===== src/rtl/obstacle_pkg.sv =====
// Shared types, grid bounds and helpers for obstacle placement.
// The playable grid is x in 1..14, y in 1..10; zero and larger values are off-grid.
package obstacle_pkg;

  typedef logic [3:0] coord_t;

  localparam coord_t GRID_X_MAX = 4'd14;
  localparam coord_t GRID_Y_MAX = 4'd10;

  typedef struct packed {
    logic   valid;
    coord_t x;
    coord_t y;
  } entry_t;

  typedef enum logic [1:0] {IDLE, REQ, CHECK, RESP} state_t;

  function automatic logic on_grid(input coord_t x, input coord_t y);
    return (x != 4'd0) && (x <= GRID_X_MAX) && (y != 4'd0) && (y <= GRID_Y_MAX);
  endfunction

endpackage


===== src/rtl/obstacle_table.sv =====
// Small obstacle table: lowest-free-slot insertion, bulk clear, occupancy count,
// a query lookup for the renderer and a duplicate check for the current candidate.
module obstacle_table
  import obstacle_pkg::*;
#(
  parameter int MAX_OBST = 4
) (
  input  logic       clk,
  input  logic       rst,
  input  logic       clear,
  input  logic       wr_en,
  input  logic [3:0] wr_x,
  input  logic [3:0] wr_y,
  input  logic [3:0] cand_x,
  input  logic [3:0] cand_y,
  input  logic [3:0] q_x,
  input  logic [3:0] q_y,
  output logic       q_hit,
  output logic       cand_dup,
  output logic       full,
  output logic [2:0] obst_count
);

  localparam logic [2:0] CAPACITY = 3'(MAX_OBST);

  entry_t              entries [MAX_OBST];
  logic [MAX_OBST-1:0] free_onehot;
  logic                free_found;

  always_comb begin
    free_onehot = '0;
    free_found  = 1'b0;
    for (int i = 0; i < MAX_OBST; i++) begin
      if (!entries[i].valid && !free_found) begin
        free_onehot[i] = 1'b1;
        free_found     = 1'b1;
      end
    end
  end

  always_comb begin
    q_hit    = 1'b0;
    cand_dup = 1'b0;
    for (int i = 0; i < MAX_OBST; i++) begin
      if (entries[i].valid && entries[i].x == q_x && entries[i].y == q_y)
        q_hit = 1'b1;
      if (entries[i].valid && entries[i].x == cand_x && entries[i].y == cand_y)
        cand_dup = 1'b1;
    end
  end

  // Clear takes priority over a same-cycle insertion.
  always_ff @(posedge clk or posedge rst) begin
    if (rst) begin
      for (int i = 0; i < MAX_OBST; i++) entries[i] <= '0;
      obst_count <= '0;
    end else if (clear) begin
      for (int i = 0; i < MAX_OBST; i++) entries[i] <= '0;
      obst_count <= '0;
    end else if (wr_en && free_found) begin
      for (int i = 0; i < MAX_OBST; i++) begin
        if (free_onehot[i]) entries[i] <= '{valid: 1'b1, x: wr_x, y: wr_y};
      end
      obst_count <= obst_count + 3'd1;
    end
  end

  assign full = (obst_count >= CAPACITY);

endmodule


===== src/rtl/obstacle_placer.sv =====
// Requests candidate cells from the coordinate generator, rejects unsafe or
// duplicate ones with bounded retries, and commits accepted cells to the table.
module obstacle_placer
  import obstacle_pkg::*;
#(
  parameter int MAX_OBST  = 4,
  parameter int MAX_TRIES = 8
) (
  input  logic       clk,
  input  logic       rst,
  input  logic       place_req,
  input  logic       clear,
  input  logic [3:0] rand_x,
  input  logic [3:0] rand_y,
  output logic       obstacle_flag,
  input  logic [3:0] head_x,
  input  logic [3:0] head_y,
  output logic [3:0] occ_x,
  output logic [3:0] occ_y,
  input  logic       occ_hit,
  input  logic [3:0] q_x,
  input  logic [3:0] q_y,
  output logic       q_hit,
  output logic       busy,
  output logic       done,
  output logic       fail,
  output logic [2:0] obst_count
);

  localparam logic [3:0] TRY_LIMIT = 4'(MAX_TRIES);

  state_t            state;
  logic [3:0]        tries;
  logic [3:0]        tries_next;
  logic signed [4:0] dx;
  logic signed [4:0] dy;
  logic              in_head_zone;
  logic              cand_dup;
  logic              table_full;
  logic              reject;
  logic              wr_en;

  // The generator output is only meaningful while checking a fresh candidate.
  assign occ_x = (state == CHECK) ? rand_x : 4'd0;
  assign occ_y = (state == CHECK) ? rand_y : 4'd0;

  assign dx = $signed({1'b0, rand_x}) - $signed({1'b0, head_x});
  assign dy = $signed({1'b0, rand_y}) - $signed({1'b0, head_y});
  assign in_head_zone = (dx >= -5'sd1) && (dx <= 5'sd1) && (dy >= -5'sd1) && (dy <= 5'sd1);

  assign reject     = !on_grid(rand_x, rand_y) || occ_hit || in_head_zone || cand_dup;
  assign wr_en      = (state == CHECK) && !reject;
  assign tries_next = tries + 4'd1;

  obstacle_table #(.MAX_OBST(MAX_OBST)) u_table (
    .clk        (clk),
    .rst        (rst),
    .clear      (clear),
    .wr_en      (wr_en),
    .wr_x       (rand_x),
    .wr_y       (rand_y),
    .cand_x     (rand_x),
    .cand_y     (rand_y),
    .q_x        (q_x),
    .q_y        (q_y),
    .q_hit      (q_hit),
    .cand_dup   (cand_dup),
    .full       (table_full),
    .obst_count (obst_count)
  );

  // Pulses default low each cycle so done/fail/obstacle_flag last exactly one cycle.
  always_ff @(posedge clk or posedge rst) begin
    if (rst) begin
      state         <= IDLE;
      tries         <= '0;
      busy          <= 1'b0;
      done          <= 1'b0;
      fail          <= 1'b0;
      obstacle_flag <= 1'b0;
    end else begin
      done          <= 1'b0;
      fail          <= 1'b0;
      obstacle_flag <= 1'b0;
      if (clear) begin
        state <= IDLE;
        tries <= '0;
        busy  <= 1'b0;
      end else begin
        case (state)
          IDLE: begin
            if (place_req) begin
              if (table_full) begin
                state <= RESP;
                fail  <= 1'b1;
              end else begin
                state         <= REQ;
                tries         <= '0;
                busy          <= 1'b1;
                obstacle_flag <= 1'b1;
              end
            end
          end
          REQ: state <= CHECK;
          CHECK: begin
            if (!reject) begin
              state <= RESP;
              done  <= 1'b1;
              busy  <= 1'b0;
            end else if (tries_next == TRY_LIMIT) begin
              state <= RESP;
              fail  <= 1'b1;
              busy  <= 1'b0;
              tries <= tries_next;
            end else begin
              state         <= REQ;
              obstacle_flag <= 1'b1;
              tries         <= tries_next;
            end
          end
          RESP:    state <= IDLE;
          default: state <= IDLE;
        endcase
      end
    end
  end

endmodule


===== config.mk =====
export PLATFORM = sky130hd
export DESIGN_NAME = obstacle_placer
export DESIGN_NICKNAME = d
export VERILOG_FILES = /design/src/rtl/obstacle_pkg.sv /design/src/rtl/obstacle_table.sv /design/src/rtl/obstacle_placer.sv
export SDC_FILE = /design/constraint.sdc
export NUM_CORES = 1
export LEC_CHECK = 0
export BUFFER_PORTS_ARGS = -buffer_cell sky130_fd_sc_hd__buf_2
export CAP_MARGIN = 10
export CORE_MARGIN = 5
export CORE_UTILIZATION = 46
export CTS_BUF_LIST = sky130_fd_sc_hd__clkbuf_4 sky130_fd_sc_hd__clkbuf_8
export DETAILED_ROUTE_END_ITERATION = 8
export PLACE_DENSITY = 0.75
export RECOVER_POWER = 100
export SETUP_SLACK_MARGIN = 0.2
export SLEW_MARGIN = 10
export SYNTH_ARGS = -nofsm -noshare
export SYNTH_HDL_FRONTEND = slang
export SYNTH_SLANG_ARGS = --single-unit

===== constraint.sdc =====
create_clock -name clk -period 2.8 [get_ports clk]
set_input_delay 0.14 -clock clk [delete_from_list [all_inputs] [get_ports clk]]
set_output_delay 0.14 -clock clk [all_outputs]
set_load 0.01 [all_outputs]

==> results.sh <==
export IMPL_cp_num_buf_inv=6
export IMPL_syn_num_nets=420
export IMPL_numCtsBuffers=5
export IMPL_clockPowerShare=0.281
export IMPL_grt_max_degree=50
export IMPL_internal_power_uw=1060
export IMPL_fin_tns_setup_ns=0
export IMPL_grt_pass1_vias=3083
export IMPL_finalPower_uw=1548
export IMPL_vias=3037
export IMPL_synth_enable_flop_cells=0
export IMPL_ys_warn_count=0
export IMPL_drtIter0Drc=153
export IMPL_fin_crit_sh=0.9610
export IMPL_pwr_share_seq=0.467
export IMPL_crit_family="adder cells"
export IMPL_crit_type="input pin to flop"
export IMPL_ys_flop_type="dfrtp_1"
export IMPL_critical_path_max_fanout=3
export IMPL_die_x_um=97.88
export IMPL_die_area_sq_mm=0.009580
export IMPL_swShare=0.3154
export IMPL_clock_path_buffers=2
export IMPL_crit_slowest_cell="or4_4"
export IMPL_path_clk_slew_ns=0.10
export IMPL_ir_drop_mv=0.2303
export IMPL_startpoint_type="input pin"
export IMPL_place_gp_congestion=0.9808
export IMPL_grt_setup_unrepaired="yes"
export IMPL_firstDrtPassIters=4
export IMPL_violations="capacitance limit, slew limit"
export IMPL_cts_sinks=49
export IMPL_route_detailed_drc=0
export IMPL_overflow=0
export IMPL_synth_top_cell_area_share=0.3452
export IMPL_p_leak_uw=0.002071
export IMPL_crit_start="rand_y[0]"
export IMPL_synth_seq_cells=49
export IMPL_yosysTopAreaCell="dfrtp_1"
export IMPL_dpl_hpwl_um=6766
export IMPL_grt_pass1_wl_um=15130
export IMPL_grt_usage=0.1907
export IMPL_power_per_cell_area_mw_per_mm2=362.1
export IMPL_die_y_um=97.88
export IMPL_power_switching_uw=488.4
export IMPL_arrival_ns=2.87
export IMPL_synthTopCellsByArea="dfrtp_1 (35%), xor2_1 (10%), mux2i_1 (9.6%), xnor2_1 (6.7%), nand2_1 (5.5%)"
export IMPL_fp_row_count=32
export IMPL_grt_antenna_before_repair=0
export IMPL_area_delta_synth_final_pct=20.39
export IMPL_fmax_mhz=371.6
export IMPL_slew_headroom=-0.2394
export IMPL_crit_chain="buf_8 -> inv_6 -> ha_4 -> inv_2 -> fa_2 -> xor2_2 -> nand3b_1 -> a21oi_2 -> and2_4 -> ha_4 -> inv_2 -> o221ai_2 -> a211oi_2 -> buf_4 -> buf_6 -> or4_4 -> o21ai_2 -> o32ai_1"
export IMPL_synth_commonest_cells="nand2_1 (52), dfrtp_1 (49), xor2_1 (42)"
export IMPL_async_flop_share=1.000
export IMPL_cts_htree_levels=2
export IMPL_worstMarginPinSlew_ns=1.857
export IMPL_post_route_util=0.5622
export IMPL_endpoint_kind="flop"
export IMPL_io_pins=45
export IMPL_wire_per_inst_um=16.87
export IMPL_syn_cell_area_sq_mm=0.003552
export IMPL_setup_viol=0
export IMPL_core_sq_mm=0.007607
export IMPL_portBuffers=44
export IMPL_drive_gt1_frac=0.2511
export IMPL_yosysMostFrequentCell="nand2_1"
export IMPL_fillers=680
export IMPL_fin_worst_skew_ns=0.01308
export IMPL_insertion_delay_ns=0.31
export IMPL_slew_violations=50
export IMPL_drv_cap=1
export IMPL_holdCritStartpoint="place_req"
export IMPL_min_period_ns=2.691
export IMPL_wirelength_um=9111
export IMPL_ant_nets=0
export IMPL_cts_root_buf="clkbuf_8"
export IMPL_ys_seq_area_frac=0.3452
export IMPL_cp_required_ns=2.98
export IMPL_tritoncts="yes"
export IMPL_synth_avg_cell_area_sq_um=9.422
export IMPL_drt_vias_per_instance=5.624
export IMPL_antenna_cells=0
export IMPL_start_util=0.4669
export IMPL_hold_buffers=0
export IMPL_synthCells=377
export IMPL_hp_class="input pin to flop"
export IMPL_finalHoldViolCount=0
export IMPL_status="complete, but fails checks"
export IMPL_max_stage_delay_ns=0.52
export IMPL_post_synth_num_cell_types=50
export IMPL_p_comb_frac=0.252
export IMPL_nets=480
export IMPL_reg2reg_from="u_table.entries[25]$_DFFE_PP0P_"
layout by cell type, fill, tap and decap left out, types with 3 or more instances in the layout:
cell type / count
o21ai_1: 3
nor4_1: 11
buf_4: 24
ha_4: 3
buf_6: 4
and2_0: 4
nand3_1: 6
inv_1: 11
o31ai_1: 3
buf_2: 31
a21oi_1: 8
o21a_1: 4
dfrtp_1: 49
a21oi_2: 4
nand2_1: 52
clkbuf_8: 5
nand4_1: 12
xnor2_1: 27
nor3_1: 10
mux2i_1: 34
clkbuf_1: 12
nand3b_1: 3
inv_2: 3
clkinvlp_4: 3
ha_1: 9
xor2_1: 40
nor2_1: 10
metal layers:
metal | routed length, um | vias to the layer above | part of all wire | GRT usage
met2 | 4598 | 91 | 0.50 | 0.3199
met5 | 0 | - | 0 | 0
met1 | 3920 | 1511 | 0.43 | 0.2472
li1 | - | 1423 | - | -
met4 | 96 | 0 | 0.011 | 0.05964
met3 | 495 | 12 | 0.054 | 0.03929
final timing paths:
| path | slack (ns) | cells after the start | endpoint |
|---|---|---|---|
| worst max register to register | 0.36 | 7 | u_table.entries[8]$_DFFE_PP0P_ |
| worst max-delay path | 0.11 | 18 | tries[2]$_DFFE_PP0P_ |
| max in group asynchronous | 1.31 | 2 | u_table.entries[23]$_DFFE_PP0P_ |
| min in group asynchronous | 0.41 | 2 | state[0]$_DFFE_PP0P_ |
| worst min register to register | 0.56 | 2 | u_table.obst_count[1]$_DFFE_PP0P_ |
| worst min-delay path | 0.07 | 2 | state[0]$_DFFE_PP0P_ |
power groups by stage:
| stage | registers [uW] | logic, uW | clock network (uW) |
|---|---|---|---|
| finish | 723 | 390 | 435 |
| global route | 725 | 429 | 479 |
| CTS | 723 | 348 | 442 |
| detailed placement | 737 | 340 | 0 |
| global placement | 737 | 330 | 0 |
| floorplan | 737 | 229 | 0 |
layout make-up:
| cell class | count | area [sq um] | area share |
|---|---|---|---|
| Clock buffer | 5 | 68.82 | 0.01609 |
| Clock inverter | 3 | 22.52 | 0.005266 |
| Inverter | 17 | 71.32 | 0.01668 |
| Multi-Input combinational cell | 291 | 2300 | 0.5377 |
| Sequential cell | 49 | 1226 | 0.2867 |
| Tap cell | 102 | 127.6 | 0.02984 |
| Timing Repair Buffer | 73 | 460.4 | 0.1077 |
metrics by stage:
step	hold slack, ns	instance area [sq um]	instances	setup slack (ns)
2_1_floorplan	0.2570	3605	377	0.07008
3_3_place_gp	0.3842	4018	527	-0.08806
3_5_place_dp	0.3967	4018	527	-0.2486
4_1_cts	0.06620	4129	535	0.2192
5_1_grt	0.06243	4277	540	-0.005419
6_report	0.07024	4277	540	0.1092
cells by family after synthesis:
family | Yosys count | share of synthesized area
simple gates | 135 | 0.2004
xor+xnor | 69 | 0.1701
mux | 35 | 0.09898
compound gates | 38 | 0.08207
buf+inv | 37 | 0.04966
fa+ha+maj | 14 | 0.05354
flops | 49 | 0.3452
flip-flops by register name, indices dropped and copies added, names as in the netlist:
register	count
busy	1
done	1
fail	1
obstacle_flag	1
state	2
tries	4
u_table.entries	36
u_table.obst_count	3
worst reg2reg max path, stage by stage, from the launching register on:
cell     delay (ns)
dfrtp_1        0.42
xnor2_1        0.23
nand4_1        0.17
nor4_1         0.81
or2_4          0.34
buf_4          0.15
nor4_2         0.05
o21a_1         0.19
repair_timing:
item | CTS | global route
pin swaps | 0 | 20
buffers inserted | 0 | 5
gates resized for setup | 5 | 32
setup endpoints to repair | 31 | 46
No activity file was read; power rests on OpenSTA's default activity.
